==> src/rtl/seq_pattern_detect_pkg.sv <==
// Shared defaults and width helper for the programmable serial pattern detector.
package seq_pattern_detect_pkg;

  localparam int unsigned DefMaxLen  = 8;
  localparam int unsigned DefCntW    = 8;
  localparam logic [7:0]  DefPattern = 8'b0001_1011;
  localparam int unsigned DefLen     = 5;
  localparam bit          DefOverlap = 1'b1;

  // Width able to hold every value 0..max_len.
  function automatic int unsigned len_w(input int unsigned max_len);
    return $clog2(max_len + 1);
  endfunction

endpackage

==> src/rtl/sat_counter.sv <==
// Saturating up-counter with a sticky flag raised once the count reaches all-ones.
module sat_counter #(
  parameter int unsigned CNT_W = 8
) (
  input  logic             clk,
  input  logic             reset,
  input  logic             clr,
  input  logic             inc,
  output logic [CNT_W-1:0] cnt,
  output logic             sat
);

  logic [CNT_W-1:0] cnt_q, cnt_d;
  logic             sat_q, sat_d;

  always_comb begin
    cnt_d = cnt_q;
    sat_d = sat_q;
    if (clr) begin
      cnt_d = '0;
      sat_d = 1'b0;
    end else begin
      if (inc && !(&cnt_q)) begin
        cnt_d = cnt_q + CNT_W'(1);
      end
      sat_d = sat_q | (&cnt_d);
    end
  end

  always_ff @(posedge clk) begin
    if (reset) begin
      cnt_q <= '0;
      sat_q <= 1'b0;
    end else begin
      cnt_q <= cnt_d;
      sat_q <= sat_d;
    end
  end

  assign cnt = cnt_q;
  assign sat = sat_q;

endmodule

==> src/rtl/seq_pattern_detect.sv <==
// Runtime-programmable serial bit-pattern detector with registered match pulse
// and a saturating match counter.
module seq_pattern_detect
  import seq_pattern_detect_pkg::*;
#(
  parameter int unsigned          MAX_LEN     = DefMaxLen,
  parameter int unsigned          CNT_W       = DefCntW,
  parameter logic [MAX_LEN-1:0]   DEF_PATTERN = MAX_LEN'(DefPattern),
  parameter int unsigned          DEF_LEN     = DefLen,
  parameter bit                   DEF_OVERLAP = DefOverlap,
  localparam int unsigned         LEN_W       = len_w(MAX_LEN)
) (
  input  logic               clk,
  input  logic               reset,
  input  logic               din,
  input  logic               din_valid,
  input  logic               cfg_load,
  input  logic [MAX_LEN-1:0] cfg_pattern,
  input  logic [LEN_W-1:0]   cfg_len,
  input  logic               cfg_overlap,
  output logic               match,
  output logic [CNT_W-1:0]   match_cnt,
  output logic               cnt_sat
);

  localparam logic [LEN_W-1:0] MaxLenW = LEN_W'(MAX_LEN);
  localparam logic [LEN_W-1:0] DefLenW = LEN_W'(DEF_LEN);

  logic [MAX_LEN-1:0] pattern_q, pattern_d;
  logic [LEN_W-1:0]   len_q, len_d;
  logic               overlap_q, overlap_d;
  logic [MAX_LEN-1:0] hist_q, hist_d;
  logic [LEN_W-1:0]   fill_q, fill_d;
  logic               match_q, match_d;

  logic [LEN_W-1:0]   len_clamped;
  logic [MAX_LEN-1:0] nhist;
  logic [LEN_W-1:0]   nfill;
  logic [MAX_LEN-1:0] len_mask;
  logic               hit;

  always_comb begin
    len_clamped = cfg_len;
    if (cfg_len == '0) begin
      len_clamped = LEN_W'(1);
    end else if (cfg_len > MaxLenW) begin
      len_clamped = MaxLenW;
    end
  end

  // Only the low len_q bits of history and pattern take part in the compare.
  always_comb begin
    len_mask = '0;
    for (int i = 0; i < int'(MAX_LEN); i++) begin
      len_mask[i] = (int'(len_q) > i);
    end
  end

  assign nhist = {hist_q[MAX_LEN-2:0], din};
  assign nfill = (fill_q == MaxLenW) ? fill_q : fill_q + LEN_W'(1);
  assign hit   = din_valid && !cfg_load && (nfill >= len_q) &&
                 (((nhist ^ pattern_q) & len_mask) == '0);

  always_comb begin
    pattern_d = pattern_q;
    len_d     = len_q;
    overlap_d = overlap_q;
    hist_d    = hist_q;
    fill_d    = fill_q;
    match_d   = 1'b0;
    if (cfg_load) begin
      pattern_d = cfg_pattern;
      len_d     = len_clamped;
      overlap_d = cfg_overlap;
      hist_d    = '0;
      fill_d    = '0;
    end else if (din_valid) begin
      match_d = hit;
      if (hit && !overlap_q) begin
        hist_d = '0;
        fill_d = '0;
      end else begin
        hist_d = nhist;
        fill_d = nfill;
      end
    end
  end

  always_ff @(posedge clk) begin
    if (reset) begin
      pattern_q <= DEF_PATTERN;
      len_q     <= DefLenW;
      overlap_q <= DEF_OVERLAP;
      hist_q    <= '0;
      fill_q    <= '0;
      match_q   <= 1'b0;
    end else begin
      pattern_q <= pattern_d;
      len_q     <= len_d;
      overlap_q <= overlap_d;
      hist_q    <= hist_d;
      fill_q    <= fill_d;
      match_q   <= match_d;
    end
  end

  sat_counter #(
    .CNT_W (CNT_W)
  ) u_match_cnt (
    .clk   (clk),
    .reset (reset),
    .clr   (cfg_load),
    .inc   (hit),
    .cnt   (match_cnt),
    .sat   (cnt_sat)
  );

  assign match = match_q;

endmodule

==> config.mk <==
export PLATFORM = sky130hd
export DESIGN_NAME = seq_pattern_detect
export DESIGN_NICKNAME = d
export VERILOG_FILES = /design/src/rtl/seq_pattern_detect_pkg.sv /design/src/rtl/sat_counter.sv /design/src/rtl/seq_pattern_detect.sv
export SDC_FILE = /design/constraint.sdc
export NUM_CORES = 1
export LEC_CHECK = 0
export BUFFER_PORTS_ARGS = -buffer_cell sky130_fd_sc_hd__buf_2
export CAP_MARGIN = 20
export CORE_ASPECT_RATIO = 1.25
export CORE_MARGIN = 2
export CORE_UTILIZATION = 57
export CTS_BUF_LIST = sky130_fd_sc_hd__clkbuf_8
export CTS_CLUSTER_DIAMETER = 200
export CTS_CLUSTER_SIZE = 30
export DETAILED_ROUTE_END_ITERATION = 8
export PLACE_DENSITY = 0.8
export RECOVER_POWER = 25
export SYNTH_ARGS = -nofsm -noshare
export SYNTH_HDL_FRONTEND = slang
export SYNTH_SLANG_ARGS = --single-unit
==> constraint.sdc <==
create_clock -name clk -period 3.44 [get_ports clk]
set_input_delay 0.172 -clock clk [delete_from_list [all_inputs] [get_ports clk]]
set_output_delay 0.172 -clock clk [all_outputs]
set_load 0.05 [all_outputs]
# Word-level counts from Yosys, hierarchy flattened
# Index checks and enable logic that the tools add are counted.
# totals
register_bits,34
output_inout_bits,10
elab_cells,46
# classes
n_addsub,2
magnitude_cmp,10
eq_ne,1
n_mux,7
bitwise,4
reduce_logical,14
# ops
operator,count
$gt 4x3->1 const B,4
$mux 4,4
$mux 8,2
$reduce_and 8->1,2
$add 8x1->8 const B,1
$and 8x8->8,1
$gt 4x1->1 const B,2
$gt 4x2->1 const B,2
$logic_not 8->1,1
$xor 8x8->8,1
$mux 7,1
$logic_and 1x1->1,5
$add 4x1->4 const B,1
$eq 4x4->1 const B,1
$ge 4x4->1,1
$gt 4x4->1 const B,1
$logic_not 4->1,1
$logic_not 1->1,3
$reduce_or 3->1,1
$reduce_or 2->1,1
$not 1->1,1
$or 1x1->1,1

# Logic depth before layout (Yosys ltp)
# logic_depth
ltp_word,10
ltp_mapped,13

# By module
# From an unflattened synthesis, not the netlist that was laid out.
# unflattened
hier_cells,207
hier_area_um2,1876.8
# modules_own_cells
mod,instances,cells_per_inst,area_per_inst_um2,seq_area_each_um2
seq_pattern_detect,1,153,1346.3,500.5
sat_counter,1,54,530.5,180.2

# Worst setup path before layout
# Ideal clock, no wire load.
# synth_path
kind,reg2reg
start,register fill_q[0]
end,register fill_q[0]
setup_time_ps,87
arrival_ps,2598
required_time_ps,3353
setup_slack_ps,755
path_stages_with_launch,14
path_buffers,1
cell_sequence,dfxtp_1 inv_1 ha_1 and3b_1 xnor2_1 ha_1 nand2b_1 a2111oi_0 nor4_2 nand3_2 o21a_1 clkbuf_1 o21ai_0 o31ai_1
# synth_between
elab_chain_cells,7
word_cells_on_any_way,8
classes_between,1 x add/sub; 1 x order compare; 1 x eq/ne; 2 x mux; 3 x reduce/logical
# synth_rtl
item,line_no,source
"start, declared",seq_pattern_detect.sv:33,"logic [LEN_W-1:0] fill_q, fill_d;"
"start signal, assigned",seq_pattern_detect.sv:102,fill_q <= fill_d;
$add 4x1->4 / $eq 4x4->1 (equally long branches),seq_pattern_detect.sv:60,assign nfill = (fill_q == MaxLenW) ? fill_q : fill_q + LEN_W'(1);
$mux 4 (*),seq_pattern_detect.sv:60,
$ge 4x4->1,seq_pattern_detect.sv:61,assign hit = din_valid && !cfg_load && (nfill >= len_q) &&
$logic_and 1x1->1 (2 in a row),seq_pattern_detect.sv:61,
$logic_and 1x1->1,seq_pattern_detect.sv:79,if (hit && !overlap_q) begin
$mux 4 (*),seq_pattern_detect.sv:79,
# Every way passes the cells marked *; elsewhere a longest branch is shown, timed or not.
# A chain may end at the register's enable or synchronous reset.

# Final worst setup path
# Ends and elaborated chain as after synthesis.

==> impl_metrics.ini <==
[finish]
drive_gt1_share_pct = 17.39
antenna_cells = 0
design_area_um2 = 1978
nets = 255
stdcell_count = 266
area_delta_synth_final_pct = 12.37

[power]
power.share.combinational_pct = 9.4
switching_share_pct = 24.37
clkPwrFrac_pct = 35.4
p_int_w = 0.0005709
p_per_area_nw_per_um2 = 381.6
ir_drop_v = 0.0003475
net-switching-power_w = 0.0001840
p_seq_share_pct = 55.2
cellLeakagePower_nw = 0.7925

[die]
io_pins = 28
die_h_um = 66.14
initial_core_util_pct = 59.77
die_w_um = 53.71
core.rowCount = 22
die_area_um2 = 3552
core_um2 = 2945

[sta]
max_clock_freq_ghz = 0.3258
skew_ns = 0.007578
slew_headroom_pct = 37.06
finalMaxSlewViolations = 0
worst_pin_slew_ns = 0.9442
tns_ns = 0
finalSetupViolCount = 0
whs_ns = 0.08646
fin_crit_sh_pct = 89.23
final_hold_viol_count = 0
rsz0062_at_grt = false
finalCriticalPeriod_ns = 3.069

[yosys]
yosysTopAreaCell = dfxtp_1
netlist_area_um2 = 1760
yosysWarnings = 0
synth_seq_cells = 34
yosysSeqAreaShare_pct = 38.66
async_reset_ff_share_pct = 0
synth_fp_nets = 229
synth_top_area_share_pct = 38.66
synth_edf_count = 0
syn_avg_cell_area_um2 = 8.630
synthFlopType = dfxtp_1
yosysUniqueCellTypes = 41
netlist_top_cells_area = dfxtp_1 (39%), xnor2_1 (8.0%), nor2_1 (6.2%), ha_1 (5.0%), nor2b_1 (5.0%)
synth_cells = 204

[routing]
wl_um = 3400
route.met2.wl_um = 1671
avgViaCountPerCell = 5.511
first_iter_violations = 36
dr.pass1.iters = 4
top_layer = met4
wl_met1_um = 1541
route.met3.wl_um = 122
final_antenna_net_count = 0
dr_total_vias = 1466
wl_per_cell_um = 12.78
drc = 0

[place]
globalplace.congestion = 0.7439
place_inst = 259
place_area_um2 = 1903
dp_hpwl_um = 2424
io_buffers = 27

[setup_path]
crit_chain = inv_1, ha_1, and3b_1, xnor2_1, ha_1, nand2b_1, a2111oi_0, nor4_2, nand3_2, o21a_1, o21ai_0, o31ai_1
cp.required_ns = 3.64
crit_path_end_kind = flop
start_kind = flop
cp_slowest_cell = a2111oi_0
crit_type = reg2reg
worstPathMaxFanout = 13
crit_path_frequent_cell = ha_1
crit_path_max_incr_delay_ns = 0.50
critical_path_arrival_ns = 3.27

[clock_tree]
cts_hold_buffers = 0
cts_made_buffers = 5
cts_tree = built
cts-resized-gates = 0
cts_setup_buffers = 0
path_clk_slew_ns = 0.07
clk_latency_ns = 0.29
cts.sinks = 34
clock_path_buffers = 2
root_buffer = clkbuf_8
cts.htree.levels = 2

[global_routing]
gr-total-overflow = 0
grt_pass1_wl_um = 5609
antenna_found_initial = 0
grt_usage_pct = 21.91
grt_max_degree = 21
grt_pass1_vias = 1353

[run]
drv_cap = 0

[worst_hold_path]
hold_class = in2reg

[run_status]
outcome = complete, no violations
power groups by stage:
stage                     registers (W)  logic (W)  clock network (W)
after detailed placement       0.000425  0.0000718                  0
final                          0.000416  0.0000713           0.000267
after floorplan                0.000422  0.0000518                  0
after global placement         0.000425  0.0000703                  0
after global routing           0.000418  0.0000809           0.000289
after CTS                      0.000416  0.0000723           0.000273
synth_stat cells, drive strengths merged (2+ instances only):
cell / count
clkbuf: 6
a21oi: 17
nor4: 3
nand2: 13
nand4: 2
and2: 2
nor2: 29
mux2i: 5
o21bai: 2
buf: 2
xnor2: 16
o31ai: 2
ha: 7
inv: 6
dfxtp: 34
o22ai: 2
nor3: 6
a211o: 5
o21ai: 7
nor2b: 14
nand3: 5
o21a: 3
nand2b: 2
registers in the layout (all words and copies together), names as in the netlist:
name,flops
overlap_q,1
len_q,4
match,1
hist_q,7
u_match_cnt.sat,1
u_match_cnt.cnt,8
fill_q,4
pattern_q,8
critical path, delay by kind of cell (launching register included):
family	cells	cell delay (ns)
adders and majority gates	2	0.45
and+or+nand+nor	4	0.72
buffers and inverters	1	0.11
xor gates and xnor gates	1	0.17
AOI/OAI and AO/OA	4	1.14
DFF	1	0.40
metrics by stage:
| stage | util, % | setup WS [ns] | total power, W |
|---|---|---|---|
| floorplan | - | 0.7548 | 0.0004739 |
| global placement | 64.61 | 0.5327 | 0.0004949 |
| detailed placement | 64.61 | 0.3827 | 0.0004966 |
| CTS | 67.20 | 0.3549 | 0.0007611 |
| global route | 67.16 | 0.1069 | 0.0007872 |
| finish | 67.16 | 0.3706 | 0.0007549 |
logic make-up (layout without fill, tap and decap cells):
logic type | after synthesis | after routing | synth area share, %
buffers and inverters | 14 | 40 | 3.411
DFF | 34 | 34 | 38.66
muxes | 6 | 6 | 3.483
adders and majority gates | 7 | 7 | 4.975
AOI/OAI and AO/OA | 45 | 45 | 16.56
and+or+nand+nor | 82 | 82 | 24.95
xor gates and xnor gates | 16 | 16 | 7.960
metal layers:
metal  vias up  track usage [%]
li1        755                -
met1       677            23.15
met2        29            37.50
met3         5            6.787
met4         0            11.54
met5         -                0
worst paths after layout:
path,start,to,slack [ns],depth (start not counted)
worst max-delay path,fill_q[0]$_SDFFE_PP0P_,fill_q[0]$_SDFFE_PP0P_,0.37,12
worst min-delay path,cfg_pattern[3],pattern_q[3]$_SDFFE_PP1P_,0.09,2
worst max register to register,fill_q[0]$_SDFFE_PP0P_,fill_q[0]$_SDFFE_PP0P_,0.37,12
worst min register to register,u_match_cnt.sat$_SDFF_PP0_,u_match_cnt.sat$_SDFF_PP0_,0.52,2
cell usage in the layout, fill, tap and decap left out, types with 2 or more instances in the layout:
master and n:
dfxtp_1 34, o31ai_1 2, nor2b_1 14, nand4_1 2, o21a_1 3, a21oi_1 17
ha_1 7, inv_1 8, clkbuf_8 5, o21ai_0 7, nor4_2 2, nor3_1 5
buf_2 26, o21bai_1 2, a211o_1 5, mux2i_1 5, nand3_1 4, nand2b_1 2
o22ai_1 2, nand2_1 13, xnor2_1 16, nor2_1 29, and2_1 2
cell type report:
| cell class | count | area, um2 |
|---|---|---|
| Multi-Input combinational cell | 156 | 1020 |
| Fill cell | 273 | 967.2 |
| Sequential cell | 34 | 680.7 |
| Timing Repair Buffer | 27 | 133.9 |
| Clock buffer | 5 | 68.82 |
| Tap cell | 36 | 45.04 |
| Inverter | 6 | 22.52 |
| Clock inverter | 2 | 7.507 |
Note: power is estimated with default switching activity, not from simulation.
